[src/rtl/uart_tx_scheduler.sv]
// rtl/uart_tx_scheduler.sv - round-robin scheduler sharing uart_tx among three mailbox sources
//
// Purpose: three one-deep mailboxes (mole position, score, timer) are drained
// round-robin into uart_tx as tagged packets: tag byte, payload byte and,
// with CHECKSUM_EN defined, a trailing XOR checksum byte.
//
// Optional feature macro: CHECKSUM_EN (adds tag^payload as a third byte).
//
// Ports:
//   clock            in   system clock, 100MHz
//   reset            in   synchronous, active-low reset
//   req[2:0]         in   per-source post strobe, bit i = source i
//   payload0..2      in   source bytes, sampled when the matching req bit is 1
//   flush            in   clears all mailboxes; an in-flight packet completes
//   tx_busy          in   busy flag from uart_tx
//   tx_start         out  one-cycle start pulse to uart_tx
//   tx_data[7:0]     out  byte to uart_tx, held from tx_start to byte end
//   pending[2:0]     out  mailbox-full flags
//   sched_busy       out  high whenever the FSM is not idle
//   grant_id[1:0]    out  source of the in-flight packet
//   pkt_done         out  one-cycle pulse when the last byte completes
//   overwrite_count  out  saturating count of mailbox overwrites

module uart_tx_scheduler #(
    parameter logic [7:0] TAG0        = 8'h4D,
    parameter logic [7:0] TAG1        = 8'h53,
    parameter logic [7:0] TAG2        = 8'h54,
    parameter int         ACK_TIMEOUT = 4
) (
    input  logic       clock,
    input  logic       reset,
    input  logic [2:0] req,
    input  logic [7:0] payload0,
    input  logic [7:0] payload1,
    input  logic [7:0] payload2,
    input  logic       flush,
    input  logic       tx_busy,
    output logic       tx_start,
    output logic [7:0] tx_data,
    output logic [2:0] pending,
    output logic       sched_busy,
    output logic [1:0] grant_id,
    output logic       pkt_done,
    output logic [7:0] overwrite_count
);

    localparam logic [3:0] S_IDLE     = 4'd0;
    localparam logic [3:0] S_SEND_HDR = 4'd1;
    localparam logic [3:0] S_ACK_HDR  = 4'd2;
    localparam logic [3:0] S_DONE_HDR = 4'd3;
    localparam logic [3:0] S_SEND_PAY = 4'd4;
    localparam logic [3:0] S_ACK_PAY  = 4'd5;
    localparam logic [3:0] S_DONE_PAY = 4'd6;
`ifdef CHECKSUM_EN
    localparam logic [3:0] S_SEND_CHK = 4'd7;
    localparam logic [3:0] S_ACK_CHK  = 4'd8;
    localparam logic [3:0] S_DONE_CHK = 4'd9;
    localparam logic [3:0] S_LAST     = S_DONE_CHK;
`else
    localparam logic [3:0] S_LAST     = S_DONE_PAY;
`endif

    // ACK states last at most ACK_TIMEOUT cycles: counter runs 0..ACK_LAST.
    localparam logic [7:0] ACK_LAST = 8'(ACK_TIMEOUT - 1);

    logic [3:0] state;
    logic [1:0] last;
    logic [7:0] shadow;
    logic [7:0] ack_cnt;
    logic [7:0] mbox [3];
    logic [7:0] pay_in [3];

    logic [1:0] idx1;
    logic [1:0] idx2;
    logic [1:0] grant_sel;
    logic       grant_now;
    logic [2:0] granted;
    logic [2:0] ovw;
    logic [8:0] ovw_sum;

    function automatic logic [7:0] tag_of(input logic [1:0] id);
        case (id)
            2'd1:    tag_of = TAG1;
            2'd2:    tag_of = TAG2;
            default: tag_of = TAG0;
        endcase
    endfunction

    assign pay_in[0] = payload0;
    assign pay_in[1] = payload1;
    assign pay_in[2] = payload2;

    // Round-robin search starting just after the last granted source.
    always_comb begin
        idx1 = (last == 2'd2) ? 2'd0 : last + 2'd1;
        idx2 = (idx1 == 2'd2) ? 2'd0 : idx1 + 2'd1;
        if (pending[idx1])
            grant_sel = idx1;
        else if (pending[idx2])
            grant_sel = idx2;
        else
            grant_sel = last;
    end

    assign grant_now = (state == S_IDLE) && (pending != 3'b000) && !tx_busy;
    assign granted   = grant_now ? 3'(3'b001 << grant_sel) : 3'b000;

    // An overwrite is a post onto a full mailbox that is not leaving this cycle.
    assign ovw     = req & pending & ~granted;
    assign ovw_sum = {1'b0, overwrite_count} + 9'(ovw[0]) + 9'(ovw[1]) + 9'(ovw[2]);

    // Start is gated by tx_busy so a stray busy can never see a second start.
    assign tx_start = ((state == S_SEND_HDR) || (state == S_SEND_PAY)
`ifdef CHECKSUM_EN
                       || (state == S_SEND_CHK)
`endif
                      ) && !tx_busy;

    assign pkt_done   = (state == S_LAST) && !tx_busy;
    assign sched_busy = (state != S_IDLE);

    always_ff @(posedge clock) begin
        if (!reset) begin
            pending         <= 3'b000;
            overwrite_count <= 8'd0;
            for (int i = 0; i < 3; i++)
                mbox[i] <= 8'd0;
        end else begin
            for (int i = 0; i < 3; i++) begin
                if (req[i]) begin
                    mbox[i]    <= pay_in[i];
                    pending[i] <= 1'b1;
                end else if (granted[i] || flush) begin
                    pending[i] <= 1'b0;
                end
            end
            overwrite_count <= ovw_sum[8] ? 8'hFF : ovw_sum[7:0];
        end
    end

    always_ff @(posedge clock) begin
        if (!reset) begin
            state    <= S_IDLE;
            last     <= 2'd2;
            grant_id <= 2'd0;
            tx_data  <= 8'd0;
            shadow   <= 8'd0;
            ack_cnt  <= 8'd0;
        end else begin
            case (state)
                S_IDLE: begin
                    if (grant_now) begin
                        last     <= grant_sel;
                        grant_id <= grant_sel;
                        shadow   <= mbox[grant_sel];
                        tx_data  <= tag_of(grant_sel);
                        state    <= S_SEND_HDR;
                    end
                end
                S_SEND_HDR: begin
                    if (!tx_busy) begin
                        ack_cnt <= 8'd0;
                        state   <= S_ACK_HDR;
                    end
                end
                S_ACK_HDR: begin
                    if (tx_busy || ack_cnt == ACK_LAST)
                        state <= S_DONE_HDR;
                    else
                        ack_cnt <= ack_cnt + 8'd1;
                end
                S_DONE_HDR: begin
                    if (!tx_busy) begin
                        tx_data <= shadow;
                        state   <= S_SEND_PAY;
                    end
                end
                S_SEND_PAY: begin
                    if (!tx_busy) begin
                        ack_cnt <= 8'd0;
                        state   <= S_ACK_PAY;
                    end
                end
                S_ACK_PAY: begin
                    if (tx_busy || ack_cnt == ACK_LAST)
                        state <= S_DONE_PAY;
                    else
                        ack_cnt <= ack_cnt + 8'd1;
                end
                S_DONE_PAY: begin
                    if (!tx_busy) begin
`ifdef CHECKSUM_EN
                        tx_data <= tag_of(grant_id) ^ shadow;
                        state   <= S_SEND_CHK;
`else
                        state   <= S_IDLE;
`endif
                    end
                end
`ifdef CHECKSUM_EN
                S_SEND_CHK: begin
                    if (!tx_busy) begin
                        ack_cnt <= 8'd0;
                        state   <= S_ACK_CHK;
                    end
                end
                S_ACK_CHK: begin
                    if (tx_busy || ack_cnt == ACK_LAST)
                        state <= S_DONE_CHK;
                    else
                        ack_cnt <= ack_cnt + 8'd1;
                end
                S_DONE_CHK: begin
                    if (!tx_busy)
                        state <= S_IDLE;
                end
`endif
                default: state <= S_IDLE;
            endcase
        end
    end

endmodule

[config.mk]
export PLATFORM = sky130hd
export DESIGN_NAME = uart_tx_scheduler
export DESIGN_NICKNAME = d
export VERILOG_FILES = /design/src/rtl/uart_tx_scheduler.sv
export SDC_FILE = /design/constraint.sdc
export NUM_CORES = 1
export LEC_CHECK = 0
export CAP_MARGIN = 20
export CORE_MARGIN = 5
export CORE_UTILIZATION = 50
export DETAILED_ROUTE_END_ITERATION = 8
export DONT_BUFFER_PORTS = 1
export GPL_TIMING_DRIVEN = 0
export PLACE_DENSITY = 0.65
export SKIP_LAST_GASP = 1
export SLEW_MARGIN = 20
export SYNTH_ARGS = -nofsm -noshare
export SYNTH_HDL_FRONTEND = slang
export SYNTH_SLANG_ARGS = --single-unit
[constraint.sdc]
create_clock -name clock -period 9.9 [get_ports clock]
set_clock_uncertainty 0.15 [all_clocks]
set_input_delay 0.99 -clock clock [delete_from_list [all_inputs] [get_ports clock]]
set_output_delay 0.99 -clock clock [all_outputs]
set_load 0.02 [all_outputs]
==> results.yml, run 1 <==
global_routing:
  grt.total_usage: 0.181
  first_global_vias: 2259
  antenna_found_initial: 0
  largest_net_degree_at_the_start_of_global_routing: 13
  grt.overflow.total: 0
  wire_length_of_the_first_global_routing_pass_um: 10900
job:
  drv.max_cap_violation_count: 0
synthesis:
  postSynthNetCount: 360
  synth-edff-count: 24
  netlist_instances: 319
  synth_top_family_by_area: "simple AND/OR/NAND/NOR gates"
  synth_simple_gate_area_frac: 0.226
  synth_area_per_cell_um2: 9.93
  post_synth_xor_area_fraction: 0.0194
  synth_top_area_cell: "dfxtp_1"
  ys_async_sr_fraction: 0
  fraction_of_the_mapped_netlist_area_in_compound_gates: 0.135
  dominant_synthesized_flop_cell: "dfxtp_1"
  synthesis_stage_register_bit_count: 65
  netlist_top_cells_area: "dfxtp_1, edfxtp_1, mux2i_1, and2_1, nand2_1"
  yosysWarningCount: 0
  syn_area_um2: 3170
  synth_cell_types: 50
  synth-seq-area-share: 0.487
  synth.area.mux_share: 0.0537
  synthesized_area_fraction_occupied_by_adder_cells: 0.0443
  synth_largest_type_area_fraction: 0.259
timing:
  worst_tran_pin_value_ps: 746
  hold_viol: 0
  fin_setup_tns_ps: 0
  fin_hold_ws_ps: 319
  setup_violations: 0
  fin_crit_ps: 3830
  relative_slew_slack: 0.497
  maxSlewViolCount: 0
  rsz0062_at_grt: "no"
  timing.fmax_mhz: 261
  final_min_period_over_clock_period: 0.386
critical_path:
  cp_cell_sequence: "nor2_1, a22oi_1, inv_1, ha_1, nand2_1, nand3_1, fa_1, inv_1, ha_1, fa_1, and3_1, and3_1, mux2i_1, nor2_1"
  path_max_fanout: 6
  cp_data_arrival_time_ps: 3890
  critical_path.slowest_cell: "dfxtp_1"
  cpPeakStageDelay_ps: 530
  worstPathRequired_ps: 9970
  startpoint_class_of_the_critical_path: "flip-flop"
  end_kind: "flip-flop"
  setup.worst_path.class: "reg2reg"
power_and_ir_drop:
  vdd_drop_max_mv: 0.114
  power_density_nw_per_um2: 183
  static-leakage-power_nw: 1.38
detailed_routing:
  drt.antenna.violating_nets: 0
  drt-vias-per-instance: 5.52
  dr.first_iter.drc_count: 79
  drt_pre_antenna_iters: 4
  routed_wirelength_um: 6550
  post_drt_wl_per_cell_um: 15.9
  post-route-drc-count: 0
  vias: 2273
clocking:
  clk-insertion-delay-late_ps: 340
  clock_sink_count: 65
  cts_tree: "built"
  worst_setup_hold_path_clk_slew_ps: 80
  post_cts_resize_count: 0
  cts_setup_buffers: 0
  cts_max_path_buffers: 2
  cts_inserted_buffers: 9
  cts.htree.levels: 3
  cts_hold_repair.buffers: 0
  root_buffer: "clkbuf_8"
die:
  floorplan.initialDensity: 0.507
  die_height_um: 89.6
  io-pin-count: 55
  die_width_um: 89.6
  core_region_area_um2: 6240
  fp-row-count: 29
  dieArea_um2: 8030
cells_and_area:
  nets: 371
  share_of_layout_cells_above_drive_strength_1: 0.0955
  flow.area_growth_from_synthesis_pct: 9.17
  n_antenna_cell: 0
run_status:
  status: "finished clean"
placement:
  numPortBuffers: 0
  gp_congestion: 0.852
  placed_wire_length_estimate_after_detailed_placement_um: 4870
worst_hold_path:
  hold_path.class: "reg2reg"
cells in the mapped netlist, types with 2 or more instances:
cell,instances
a211o_1,2
a211oi_1,2
a21bo_2,3
a21boi_1,2
a21oi_1,14
a22o_1,2
a311oi_1,2
and2_1,25
and3_1,3
buf_2,6
clkbuf_1,9
dfxtp_1,41
edfxtp_1,24
fa_1,2
ha_1,8
inv_1,7
mux2i_1,17
nand2_1,33
nand2b_1,9
nand3_1,20
nand3b_1,4
nor2_1,24
nor2b_1,2
nor3_1,6
o211ai_1,3
o21a_1,4
o21ai_0,8
o221ai_1,8
or3_1,3
xnor2_1,5
xor2_1,2
cells by family (layout without fill, tap and decap cells):
logic type      after synthesis  after routing
buf+inv                      24             40
compound gates               58             58
flops                        65             65
mux                          17             17
xor+xnor                      7              7
simple gates                138            138
fa+ha+maj                    10             10
critical path, delay by kind of cell (launching register included):
kind / cells / cell delay, ps
compound gates: 1 / 490
mux: 1 / 140
fa+ha+maj: 4 / 1400
simple gates: 6 / 710
buf+inv: 2 / 280
flops: 1 / 530
through the flow:
| stage | instances | total power, mW | setup WS (ps) | utilization | instance area, µm² |
|---|---|---|---|---|---|
| floorplan | 319 | 0.396 | 6260 | - | 3170 |
| global placement | 396 | 0.416 | 6060 | 0.523 | 3260 |
| detailed placement | 396 | 0.419 | 6030 | 0.523 | 3260 |
| CTS | 412 | 0.638 | 6030 | 0.554 | 3460 |
| global route | 412 | 0.665 | 5850 | 0.554 | 3460 |
| finish | 412 | 0.632 | 6070 | 0.554 | 3460 |
registers in the layout, indices dropped and copies added (netlist names):
signal / count
tx_data: 8
shadow: 8
last: 1
state: 3
overwrite_count: 8
pending: 3
mbox: 24
grant_id: 2
ack_cnt: 8
cell usage in the layout, fill, tap and decap left out, types with 3 or more instances in the layout:
cell type / Yosys / routed
a21bo_2: 3 / 3
a21oi_1: 14 / 14
and2_1: 25 / 25
and3_1: 3 / 3
buf_2: 6 / 6
clkbuf_1: 9 / 9
clkbuf_8: 0 / 9
dfxtp_1: 41 / 41
edfxtp_1: 24 / 24
ha_1: 8 / 8
inv_1: 7 / 7
mux2i_1: 17 / 17
nand2_1: 33 / 33
nand2b_1: 9 / 9
nand3_1: 20 / 20
nand3b_1: 4 / 4
nor2_1: 24 / 24
nor3_1: 6 / 6
o211ai_1: 3 / 3
o21a_1: 4 / 4
o21ai_0: 8 / 8
o221ai_1: 8 / 8
or3_1: 3 / 3
xnor2_1: 5 / 5
layout make-up:
type,instances,area (µm²)
Sequential cell,65,1540
Clock buffer,9,124
Clock inverter,7,70.1
Tap cell,77,96.3
Multi-Input combinational cell,230,1520
Inverter,7,26.3
Buffer,17,82.6
Fill cell,569,2780
power by group:
group / switching [mW] / internal (mW)
combinational: 0.0555 / 0.0357
clock: 0.104 / 0.116
sequential: 0.0203 / 0.300
total: 0.180 / 0.452
per-layer routing:
layer  wire length [µm]  share of wire  vias to the layer above  global-route usage
met1               2900           0.44                     1054               0.234
met2               3150           0.48                       54               0.287
met4                 78          0.012                        0              0.0771
met5                  0              0                        -                   0
met3                426          0.065                        8              0.0474
li1                   -              -                     1157                   -
worst paths after layout:
kind / from / endpoint / slack [ps] / depth (start not counted)
setup reg to reg: pending[1]$_SDFFE_PN0P_ / overwrite_count[6]$_SDFF_PN0_ / 6070 / 14
setup / recovery: pending[1]$_SDFFE_PN0P_ / overwrite_count[6]$_SDFF_PN0_ / 6070 / 14
hold / removal: shadow[5]$_SDFFE_PN0P_ / tx_data[5]$_SDFFE_PN0P_ / 320 / 2
hold reg to reg: shadow[5]$_SDFFE_PN0P_ / tx_data[5]$_SDFFE_PN0P_ / 320 / 2
Power figures use the tool's default switching activity.
==> run 2: changes to the inputs <==
Clock period 9.9 ns to 3.85 ns, I/O delays scaled along.
==> results.yml, run 2 (synthesized netlist as in run 1, its figures left out) <==
run_status:
  status: "finished clean"
critical_path:
  path_max_fanout: 12
  cpPeakStageDelay_ps: 510
  worstRegToRegCells: 14
  cp_cell_sequence: "nor2b_1, a211o_1, buf_4, ha_1, a21boi_2, nand2_1, fa_1, inv_1, ha_1, fa_1, and3_1, and3_1, mux2i_1, nor2_1"
  r2r_end: "overwrite_count[6]$_SDFF_PN0_"
  worstPathRequired_ps: 3910
  end_kind: "flip-flop"
  setup.worst_path.class: "reg2reg"
  startpoint_class_of_the_critical_path: "flip-flop"
  endpoint: "overwrite_count[6]$_SDFF_PN0_"
  worstSetupStartpoint: "pending[2]$_SDFFE_PN0P_"
  critical_path.slowest_cell: "fa_1"
  worst-r2r-setup-slack_ps: 210
  r2r_start: "pending[2]$_SDFFE_PN0P_"
  cp_data_arrival_time_ps: 3710
global_routing:
  wire_length_of_the_first_global_routing_pass_um: 10900
  largest_net_degree_at_the_start_of_global_routing: 13
  grt.total_usage: 0.181
  first_global_vias: 2259
  grt.overflow.total: 0
  antenna_found_initial: 0
timing:
  relative_slew_slack: 0.497
  worst_tran_pin_value_ps: 746
  rsz0062_at_grt: "no"
  maxSlewViolCount: 0
  hold_viol: 0
  timing.fmax_mhz: 275
  finalWorstSetupSlack_ps: 208
  fin_hold_ws_ps: 16.0
  final_min_period_over_clock_period: 0.946
  setup_violations: 0
  fin_crit_ps: 3640
  fin_setup_tns_ps: 0
clocking:
  cts_inserted_buffers: 9
  clk-insertion-delay-late_ps: 340
  root_buffer: "clkbuf_8"
  cts.htree.levels: 3
  worst_setup_hold_path_clk_slew_ps: 80
  cts_max_path_buffers: 2
  clock_sink_count: 65
  cts_tree: "built"
power_and_ir_drop:
  vdd_drop_max_mv: 0.294
  share_clk_of_total_power: 0.348
  power.net_switching_mw: 0.465
  switching_share: 0.286
  power_density_nw_per_um2: 469
  static-leakage-power_nw: 1.38
  power_report.internal_total_mw: 1.16
  fraction_of_power_consumed_by_combinational_cells: 0.146
  p_total_mw: 1.63
  p_seq_frac: 0.505
detailed_routing:
  routed_wirelength_um: 6580
  vias: 2273
  drt.antenna.violating_nets: 0
  post-route-drc-count: 0
  drt-vias-per-instance: 5.52
  dr.first_iter.drc_count: 67
  drt_pre_antenna_iters: 4
  post_drt_wl_per_cell_um: 16.0
cells_and_area:
  mostFrequentLayoutCell: "dfxtp_1"
  nets: 371
  share_of_layout_cells_above_drive_strength_1: 0.107
  largest_register_ffs: 24
  layout.cells.most_common_list: "dfxtp_1, nand2_1, and2_1"
  flow.area_growth_from_synthesis_pct: 9.60
  fillCellCount: 565
  n_antenna_cell: 0
  registers.top_by_ff_count: "mbox"
die:
  fp-row-count: 29
  floorplan.initialDensity: 0.507
  die_width_um: 89.6
  core_region_area_um2: 6240
  io-pin-count: 55
  dieArea_um2: 8030
  die_height_um: 89.6
placement:
  numPortBuffers: 0
  placed_wire_length_estimate_after_detailed_placement_um: 4870
  gp_congestion: 0.852
  dp_worst_setup_slack_ps: 5.18
job:
  drv.max_cap_violation_count: 0
worst_hold_path:
  timing.hold.worst.start: "req[2]"
  hold_path.class: "in2reg"
[run 2: final cells by class]
class                      instances  area (µm²)  area share
sequential                        65        1540       0.445
inverter                           7        26.3     0.00757
buffer                            17        85.1      0.0245
tap                               77        96.3      0.0278
multi-input combinational        230        1530       0.439
clock inverter                     7        70.1      0.0202
clock buffer                       9         124      0.0357
[run 2: how the worst min path moves through the flow]
| stage | end | cells after the start | slack, ps |
|---|---|---|---|
| 4_1_cts | pending[2]$_SDFFE_PN0P_ | 1 | 0.2 |
| 6_report | pending[2]$_SDFFE_PN0P_ | 1 | 20 |
| 3_3_place_gp | tx_data[5]$_SDFFE_PN0P_ | 2 | 300 |
| 2_1_floorplan | tx_data[5]$_SDFFE_PN0P_ | 2 | 280 |
| 5_1_grt | pending[2]$_SDFFE_PN0P_ | 1 | 3 |
| 3_5_place_dp | tx_data[5]$_SDFFE_PN0P_ | 2 | 300 |
[run 2: per-layer routing]
layer	track usage	part of all wire	up-vias
met5	0	0	-
met4	0.0771	0.012	0
met3	0.0474	0.061	8
met2	0.287	0.48	52
met1	0.234	0.45	1055
li1	-	-	1158
[run 2: what timing repair did]
action,in CTS,in global routing
setup endpoints to repair,1,1
gates cloned,0,0
endpoints found under the hold margin,0,0
hold buffers,0,0
gates resized for setup,1,5
buffers inserted,0,0
[run 2: metrics by stage]
stage	area, µm²	cells	util
detailed placement	3260	396	0.523
global placement	3260	396	0.523
CTS	3460	412	0.555
global route	3470	412	0.556
floorplan	3170	319	-
finish	3470	412	0.556
[run 2: power groups by stage]
stage | clock network (mW) | logic, mW | registers, mW
after floorplan | 0 | 0.188 | 0.829
after global placement | 0 | 0.232 | 0.839
after detailed placement | 0 | 0.238 | 0.839
after CTS | 0.577 | 0.240 | 0.824
after global routing | 0.614 | 0.268 | 0.830
final | 0.567 | 0.238 | 0.823
[run 2: critical path: cells and delay by family (launching register included)]
kind | cells | cell delay, ps
adder cells (fa/ha/maj) | 4 | 1350
AND/OR/NAND/NOR | 5 | 730
AO/OA/AOI/OAI | 2 | 510
flip-flops | 1 | 380
buffers and inverters | 2 | 260
multiplexers | 1 | 140
